--- src/rtl/iob_axis_arb_pkg.sv ---
// iob_axis_arb_pkg
// Shared definitions for the IOB-to-AXIS round-robin arbiter:
//   - arb_state_e : arbiter FSM states (IDLE = 1'b0, GRANT = 1'b1)
//   - idx_width   : width of a requester index for a given requester count
//   - cnt_width   : width of the burst counter, able to hold 0..BURST_MAX
// Optional feature macro used by the arbiter: IOB_AXIS_ARB_BURST_EN.

package iob_axis_arb_pkg;

    typedef enum logic {
        IDLE  = 1'b0,
        GRANT = 1'b1
    } arb_state_e;

    function automatic int idx_width(input int nReq);
        return (nReq > 1) ? $clog2(nReq) : 1;
    endfunction

    function automatic int cnt_width(input int burstMax);
        return $clog2(burstMax + 1);
    endfunction

endpackage

--- src/rtl/iob_axis_arb_rr.sv ---
// iob_axis_arb_rr
// Combinational rotating-priority picker. Returns the first set request bit
// at or after ptr_i, wrapping around past the top requester.
// Ports:
//   req_i [N_REQ]  : request vector, bit k = requester k
//   ptr_i [IDX_W]  : requester with highest priority this cycle
//   idx_o [IDX_W]  : selected requester (0 when nothing is requested)
//   any_o          : at least one request bit is set

module iob_axis_arb_rr #(
    parameter int N_REQ = 2,
    parameter int IDX_W = 1
) (
    input  logic [N_REQ-1:0] req_i,
    input  logic [IDX_W-1:0] ptr_i,
    output logic [IDX_W-1:0] idx_o,
    output logic             any_o
);

    logic [2*N_REQ-1:0] reqRot;

    // Rotate the request vector so bit i of reqRot is requester (ptr+i) mod N,
    // then scan from the far end downwards so the closest-to-ptr request wins.
    always_comb begin
        reqRot = {req_i, req_i} >> ptr_i;
        idx_o  = '0;
        any_o  = 1'b0;
        for (int i = N_REQ - 1; i >= 0; i--) begin
            if (reqRot[i]) begin
                idx_o = IDX_W'((int'(ptr_i) + i) % N_REQ);
                any_o = 1'b1;
            end
        end
    end

endmodule

--- src/rtl/iob_axis_arb.sv ---
// iob_axis_arb
// Round-robin arbiter sharing one IOB-to-AXI-Stream channel between N_REQ IOB
// requesters. Writes (non-zero strobes) drive the AXIS master side, reads
// (zero strobes) pull from the AXIS slave side. Grants are registered; read
// data returns one cycle after acceptance to the requester that issued it.
// Optional feature: define IOB_AXIS_ARB_BURST_EN to hold a grant for up to
// BURST_MAX accepted transfers; otherwise every accepted transfer releases.
// Ports:
//   clk_i, rst_n_i (sync, active-low), cke_i (state holds when low)
//   valid_i/wstrb_i/wdata_i : flattened per-requester IOB request buses
//   ready_o/rvalid_o        : per-requester accept and read-data valid
//   rdata_o                 : shared read data, qualified by rvalid_o
//   tdata_o/tvalid_o/tready_i : AXIS write channel
//   tdata_i/tvalid_i/tready_o : AXIS read channel

module iob_axis_arb
    import iob_axis_arb_pkg::*;
#(
    parameter int N_REQ     = 2,
    parameter int DATA_W    = 32,
    parameter int BURST_MAX = 16
) (
    input  logic                         clk_i,
    input  logic                         rst_n_i,
    input  logic                         cke_i,
    input  logic [N_REQ-1:0]             valid_i,
    input  logic [N_REQ*(DATA_W/8)-1:0]  wstrb_i,
    input  logic [N_REQ*DATA_W-1:0]      wdata_i,
    output logic [N_REQ-1:0]             ready_o,
    output logic [N_REQ-1:0]             rvalid_o,
    output logic [DATA_W-1:0]            rdata_o,
    output logic [DATA_W-1:0]            tdata_o,
    output logic                         tvalid_o,
    input  logic                         tready_i,
    input  logic [DATA_W-1:0]            tdata_i,
    input  logic                         tvalid_i,
    output logic                         tready_o
);

    localparam int STRB_W = DATA_W / 8;
    localparam int IDX_W  = idx_width(N_REQ);

    arb_state_e        state_q, state_d;
    logic [IDX_W-1:0]  ptr_q, ptr_d;
    logic [IDX_W-1:0]  gnt_idx_q, gnt_idx_d;
    logic [IDX_W-1:0]  rv_idx_q, rv_idx_d;
    logic              rv_q, rv_d;
    logic [DATA_W-1:0] rdata_q, rdata_d;

    logic              gValid;
    logic [STRB_W-1:0] gStrb;
    logic [DATA_W-1:0] gData;
    logic              gWrite;
    logic              granted;
    logic              accept;
    logic              burstLast;
    logic              pickAny;
    logic [IDX_W-1:0]  pickIdx;
    logic [IDX_W-1:0]  nextPtr;

`ifdef IOB_AXIS_ARB_BURST_EN
    localparam int CNT_W = cnt_width(BURST_MAX);
    logic [CNT_W-1:0] cnt_q, cnt_d;
`endif

    iob_axis_arb_rr #(
        .N_REQ(N_REQ),
        .IDX_W(IDX_W)
    ) u_rr (
        .req_i(valid_i),
        .ptr_i(ptr_q),
        .idx_o(pickIdx),
        .any_o(pickAny)
    );

    // Select the granted requester's slice of each flattened bus and forward
    // it to the AXIS side; everything reads as zero while idle.
    always_comb begin
        gValid = 1'b0;
        gStrb  = '0;
        gData  = '0;
        for (int k = 0; k < N_REQ; k++) begin
            if (gnt_idx_q == IDX_W'(k)) begin
                gValid = valid_i[k];
                gStrb  = wstrb_i[k*STRB_W +: STRB_W];
                gData  = wdata_i[k*DATA_W +: DATA_W];
            end
        end
        granted  = (state_q == GRANT);
        gWrite   = |gStrb;
        tvalid_o = granted & gValid & gWrite;
        tready_o = granted & gValid & ~gWrite;
        tdata_o  = granted ? gData : '0;
        for (int k = 0; k < N_REQ; k++) begin
            ready_o[k]  = granted && (gnt_idx_q == IDX_W'(k)) &&
                          (gWrite ? tready_i : tvalid_i);
            rvalid_o[k] = rv_q && (rv_idx_q == IDX_W'(k));
        end
        accept = granted & gValid & (gWrite ? tready_i : tvalid_i);
    end

    assign rdata_o = rdata_q;

    // Next-state logic. The read-return index is captured with the data so a
    // read accepted on the releasing cycle still returns to its requester.
    always_comb begin
        nextPtr   = (gnt_idx_q == IDX_W'(N_REQ - 1)) ? '0 : gnt_idx_q + 1'b1;
`ifdef IOB_AXIS_ARB_BURST_EN
        burstLast = (cnt_q == CNT_W'(BURST_MAX - 1));
        cnt_d     = cnt_q;
`else
        burstLast = 1'b1;
`endif
        state_d   = state_q;
        ptr_d     = ptr_q;
        gnt_idx_d = gnt_idx_q;
        rv_d      = 1'b0;
        rv_idx_d  = rv_idx_q;
        rdata_d   = rdata_q;
        case (state_q)
            IDLE: begin
                if (pickAny) begin
                    state_d   = GRANT;
                    gnt_idx_d = pickIdx;
`ifdef IOB_AXIS_ARB_BURST_EN
                    cnt_d     = '0;
`endif
                end
            end
            GRANT: begin
                if (accept && !gWrite) begin
                    rv_d     = 1'b1;
                    rv_idx_d = gnt_idx_q;
                    rdata_d  = tdata_i;
                end
`ifdef IOB_AXIS_ARB_BURST_EN
                if (accept) begin
                    cnt_d = cnt_q + 1'b1;
                end
`endif
                if (!gValid || (accept && burstLast)) begin
                    state_d = IDLE;
                    ptr_d   = nextPtr;
                end
            end
            default: state_d = IDLE;
        endcase
    end

    // All arbiter state; reset wins over the clock enable.
    always_ff @(posedge clk_i) begin
        if (!rst_n_i) begin
            state_q   <= IDLE;
            ptr_q     <= '0;
            gnt_idx_q <= '0;
            rv_q      <= 1'b0;
            rv_idx_q  <= '0;
            rdata_q   <= '0;
`ifdef IOB_AXIS_ARB_BURST_EN
            cnt_q     <= '0;
`endif
        end else if (cke_i) begin
            state_q   <= state_d;
            ptr_q     <= ptr_d;
            gnt_idx_q <= gnt_idx_d;
            rv_q      <= rv_d;
            rv_idx_q  <= rv_idx_d;
            rdata_q   <= rdata_d;
`ifdef IOB_AXIS_ARB_BURST_EN
            cnt_q     <= cnt_d;
`endif
        end
    end

endmodule

--- config.mk ---
export PLATFORM = sky130hd
export DESIGN_NAME = iob_axis_arb
export DESIGN_NICKNAME = d
export VERILOG_FILES = /design/src/rtl/iob_axis_arb_pkg.sv /design/src/rtl/iob_axis_arb_rr.sv /design/src/rtl/iob_axis_arb.sv
export SDC_FILE = /design/constraint.sdc
export NUM_CORES = 1
export LEC_CHECK = 0
export ABC_AREA = 0
export BUFFER_PORTS_ARGS = -buffer_cell sky130_fd_sc_hd__buf_2
export CAP_MARGIN = 30
export CORE_MARGIN = 10
export CORE_UTILIZATION = 42
export CTS_CLUSTER_SIZE = 24
export DETAILED_ROUTE_END_ITERATION = 8
export PLACE_DENSITY = 0.86
export SETUP_SLACK_MARGIN = 0.15
export SLEW_MARGIN = 30
export SYNTH_ARGS = -nofsm -noshare
export SYNTH_HDL_FRONTEND = slang
export SYNTH_SLANG_ARGS = --single-unit
export TNS_END_PERCENT = 5
--- constraint.sdc ---
create_clock -name clk_i -period 3.8 [get_ports clk_i]
set_input_delay 0.38 -clock clk_i [delete_from_list [all_inputs] [get_ports clk_i]]
set_output_delay 0.38 -clock clk_i [all_outputs]
set_load 0.02 [all_outputs]
==> impl_metrics.json <==
{
  "status": "finished clean",
  "fmax_mhz": 412,
  "reg2reg_from": "gnt_idx_q$_SDFFE_PN0P_",
  "setup_violations": 0,
  "post-place-cells": 453,
  "ir_drop_uv": 165,
  "areaGrowthSynthToFinish_pct": 43.2,
  "worst_pin_slew_ns": 0.566,
  "p_int_uw": 614,
  "cts_root_buffer": "clkbuf_8",
  "rows": 26,
  "grt_pass1_vias": 2257,
  "drc": 0,
  "grt_use_total": 0.155,
  "dp_hpwl_mm": 6.11,
  "seq_area_sq_um": 742,
  "grt_max_degree": 39,
  "rsz0062_at_grt": "no",
  "pwr-share-comb": 0.225,
  "grt_pass1_wl_mm": 11.0,
  "seqPwrFrac": 0.467,
  "r2r_end": "rdata_o[8]$_SDFFE_PN0P_",
  "synth.avg_cell_area_sq_um": 10.2,
  "place_congestion": 0.771,
  "hp-class": "in2reg",
  "layout.nets": 501,
  "drv_cap": 0,
  "clock_path_buffers": 2,
  "ys_top_cells_by_area": "dfxtp_1, mux2i_1, nor2b_1",
  "io_pins": 181,
  "dieHeight_um": 92.3,
  "fin_crit_sh": 0.639,
  "swShare": 0.267,
  "critical_path.max_fanout": 35,
  "yosysTopAreaCellShare": 0.337,
  "rrSetupSlack_ns": 1.53,
  "fp.dieW_um": 92.3,
  "numCtsBuffers": 5,
  "cts_tree": "done",
  "p_sw_uw": 223,
  "min_period_ns": 2.43,
  "stdcell_count": 461,
  "crit_path_end_kind": "output pin",
  "p_leak_uw": 0.00151,
  "htreeDepth": 2,
  "synth_common_cells": "mux2i_1, nor2b_1, dfxtp_1, clkbuf_1",
  "synth_nets": 327,
  "synth_seq_area_share": 0.337,
  "cp.required_ns": 3.42,
  "nFillCells": 456,
  "diodes": 0,
  "core_sq_um": 5110,
  "multi_input_area_sq_um": 1310,
  "wirelength_mm": 7.29,
  "fin_setup_tns_ns": 0,
  "ys_seq_elements": 37,
  "die-area_sq_um": 8530,
  "p_per_area_nw_per_um2": 266,
  "worstSkewPairLatency_ns": 0.28,
  "drtIter0Drc": 63,
  "synth-edff-count": 0,
  "yosysWarningCount": 0,
  "initial_core_util": 0.430,
  "postCtsSetupRepairBufs": 0,
  "crit_type": "reg2out",
  "ys.flop_type": "dfxtp_1",
  "synthCells": 216,
  "antenna_found_initial": 0,
  "ant_nets": 0,
  "hold_buffers": 0,
  "slew_headroom": 0.623,
  "viasPerCell": 4.56,
  "critPathLaunchType": "register",
  "port_buffers": 180,
  "crit_arrival_ns": 2.05,
  "worstSetupEndpoint": "ready_o[1]",
  "r2r_cells": 6,
  "wl_per_cell_um": 15.8,
  "skew_ns": 0.00692,
  "path_clk_slew_ns": 0.07,
  "yosysTopAreaCell": "dfxtp_1",
  "synthArstFlopShare": 0,
  "power_frac_clock": 0.308,
  "ctsResizeCount": 0,
  "crit_path_start": "gnt_idx_q$_SDFFE_PN0P_",
  "slew_viol_final": 0,
  "drive_above_1_share": 0.499,
  "clkSinkCount": 37,
  "yosysUniqueCellTypes": 25,
  "finalHoldViolCount": 0,
  "vias": 2103,
  "gr-total-overflow": 0,
  "final_core_util": 0.616,
  "syn_area_sq_um": 2200,
  "firstDrtPassIters": 4
}
-- flip-flops by register name, summed over array words and instances (netlist names) --
register and cells:
gnt_idx_q 1, granted 1, ptr_q 1, rdata_o 32, rv_idx_q 1, rv_q 1
-- cell usage in the layout, fill, tap and decap left out --
| cell type | instances |
|---|---|
| nand3_1 | 1 |
| nor2b_1 | 69 |
| buf_4 | 3 |
| and2_1 | 1 |
| nor4_4 | 1 |
| nor2_1 | 4 |
| buf_2 | 180 |
| a21boi_1 | 1 |
| and3b_1 | 1 |
| nor3_1 | 1 |
| nand2_1 | 3 |
| clkbuf_1 | 2 |
| clkinvlp_4 | 1 |
| inv_1 | 1 |
| clkbuf_8 | 5 |
| nor3b_1 | 1 |
| o21a_1 | 3 |
| dfxtp_2 | 1 |
| a32oi_1 | 1 |
| dfxtp_1 | 36 |
| a22oi_2 | 1 |
| nor3_4 | 1 |
| nor2_4 | 1 |
| nand2b_4 | 1 |
| nand2b_1 | 2 |
| mux2i_1 | 69 |
-- how the worst min path moves through the flow --
stage                       startpoint                        to  slack (ns)  cells past startpoint
floorplan           ptr_q$_SDFFE_PN0P_        ptr_q$_SDFFE_PN0P_        0.43                      2
global route               tdata_i[19]  rdata_o[19]$_SDFFE_PN0P_        0.36                      3
CTS                        tdata_i[17]  rdata_o[17]$_SDFFE_PN0P_        0.35                      3
global placement    ptr_q$_SDFFE_PN0P_        ptr_q$_SDFFE_PN0P_        0.44                      2
detailed placement  ptr_q$_SDFFE_PN0P_        ptr_q$_SDFFE_PN0P_        0.46                      2
finish                     tdata_i[17]  rdata_o[17]$_SDFFE_PN0P_        0.35                      3
-- power groups by stage --
stage / clock (uW) / sequential [uW] / combinational [uW]
floorplan: 0 / 401 / 103
CTS: 269 / 391 / 191
global placement: 0 / 400 / 186
detailed placement: 0 / 400 / 190
finish: 258 / 392 / 188
global route: 287 / 392 / 204
-- kinds of logic after synthesis --
group / count (synthesis) / share of synthesized area
buffers and inverters: 17 / 0.0711
muxes: 69 / 0.314
AOI/OAI and AO/OA: 6 / 0.0233
DFF: 37 / 0.337
and+or+nand+nor: 87 / 0.254
-- cell type report --
| type | count | share of cell area |
|---|---|---|
| clock buffers | 7 | 0.0242 |
| clock inverters | 1 | 0.00238 |
| inverters | 1 | 0.00119 |
| multi-input cells | 162 | 0.415 |
| flip-flops and latches | 37 | 0.236 |
| well taps | 70 | 0.0278 |
| repair buffers | 183 | 0.293 |
-- metal layers --
| layer | vias to the layer above | share of wire | GRT usage |
|---|---|---|---|
| li1 | 1073 | - | - |
| met1 | 950 | 0.39 | 0.167 |
| met2 | 76 | 0.54 | 0.282 |
| met3 | 4 | 0.071 | 0.0581 |
| met4 | 0 | 0.0070 | 0.0347 |
| met5 | - | 0 | 0 |
-- stage by stage --
step           cell area, sq um  hold slack, ns  setup WS (ns)  total power [uW]
3_5_place_dp               3060           0.462           1.51               590
6_report                   3150           0.352           1.37               838
2_1_floorplan              2200           0.433           1.94               504
3_3_place_gp               3060           0.443           1.58               586
5_1_grt                    3150           0.360           1.19               883
4_1_cts                    3150           0.348           1.33               851
-- worst max-delay path, cell delays in order, from the launching register on --
cell and delay, ns:
dfxtp_2 0.38, buf_4 0.47, a22oi_2 0.26, mux2i_1 0.30, and3b_1 0.21, buf_2 0.15
Note: power is estimated with default switching activity, not from simulation.
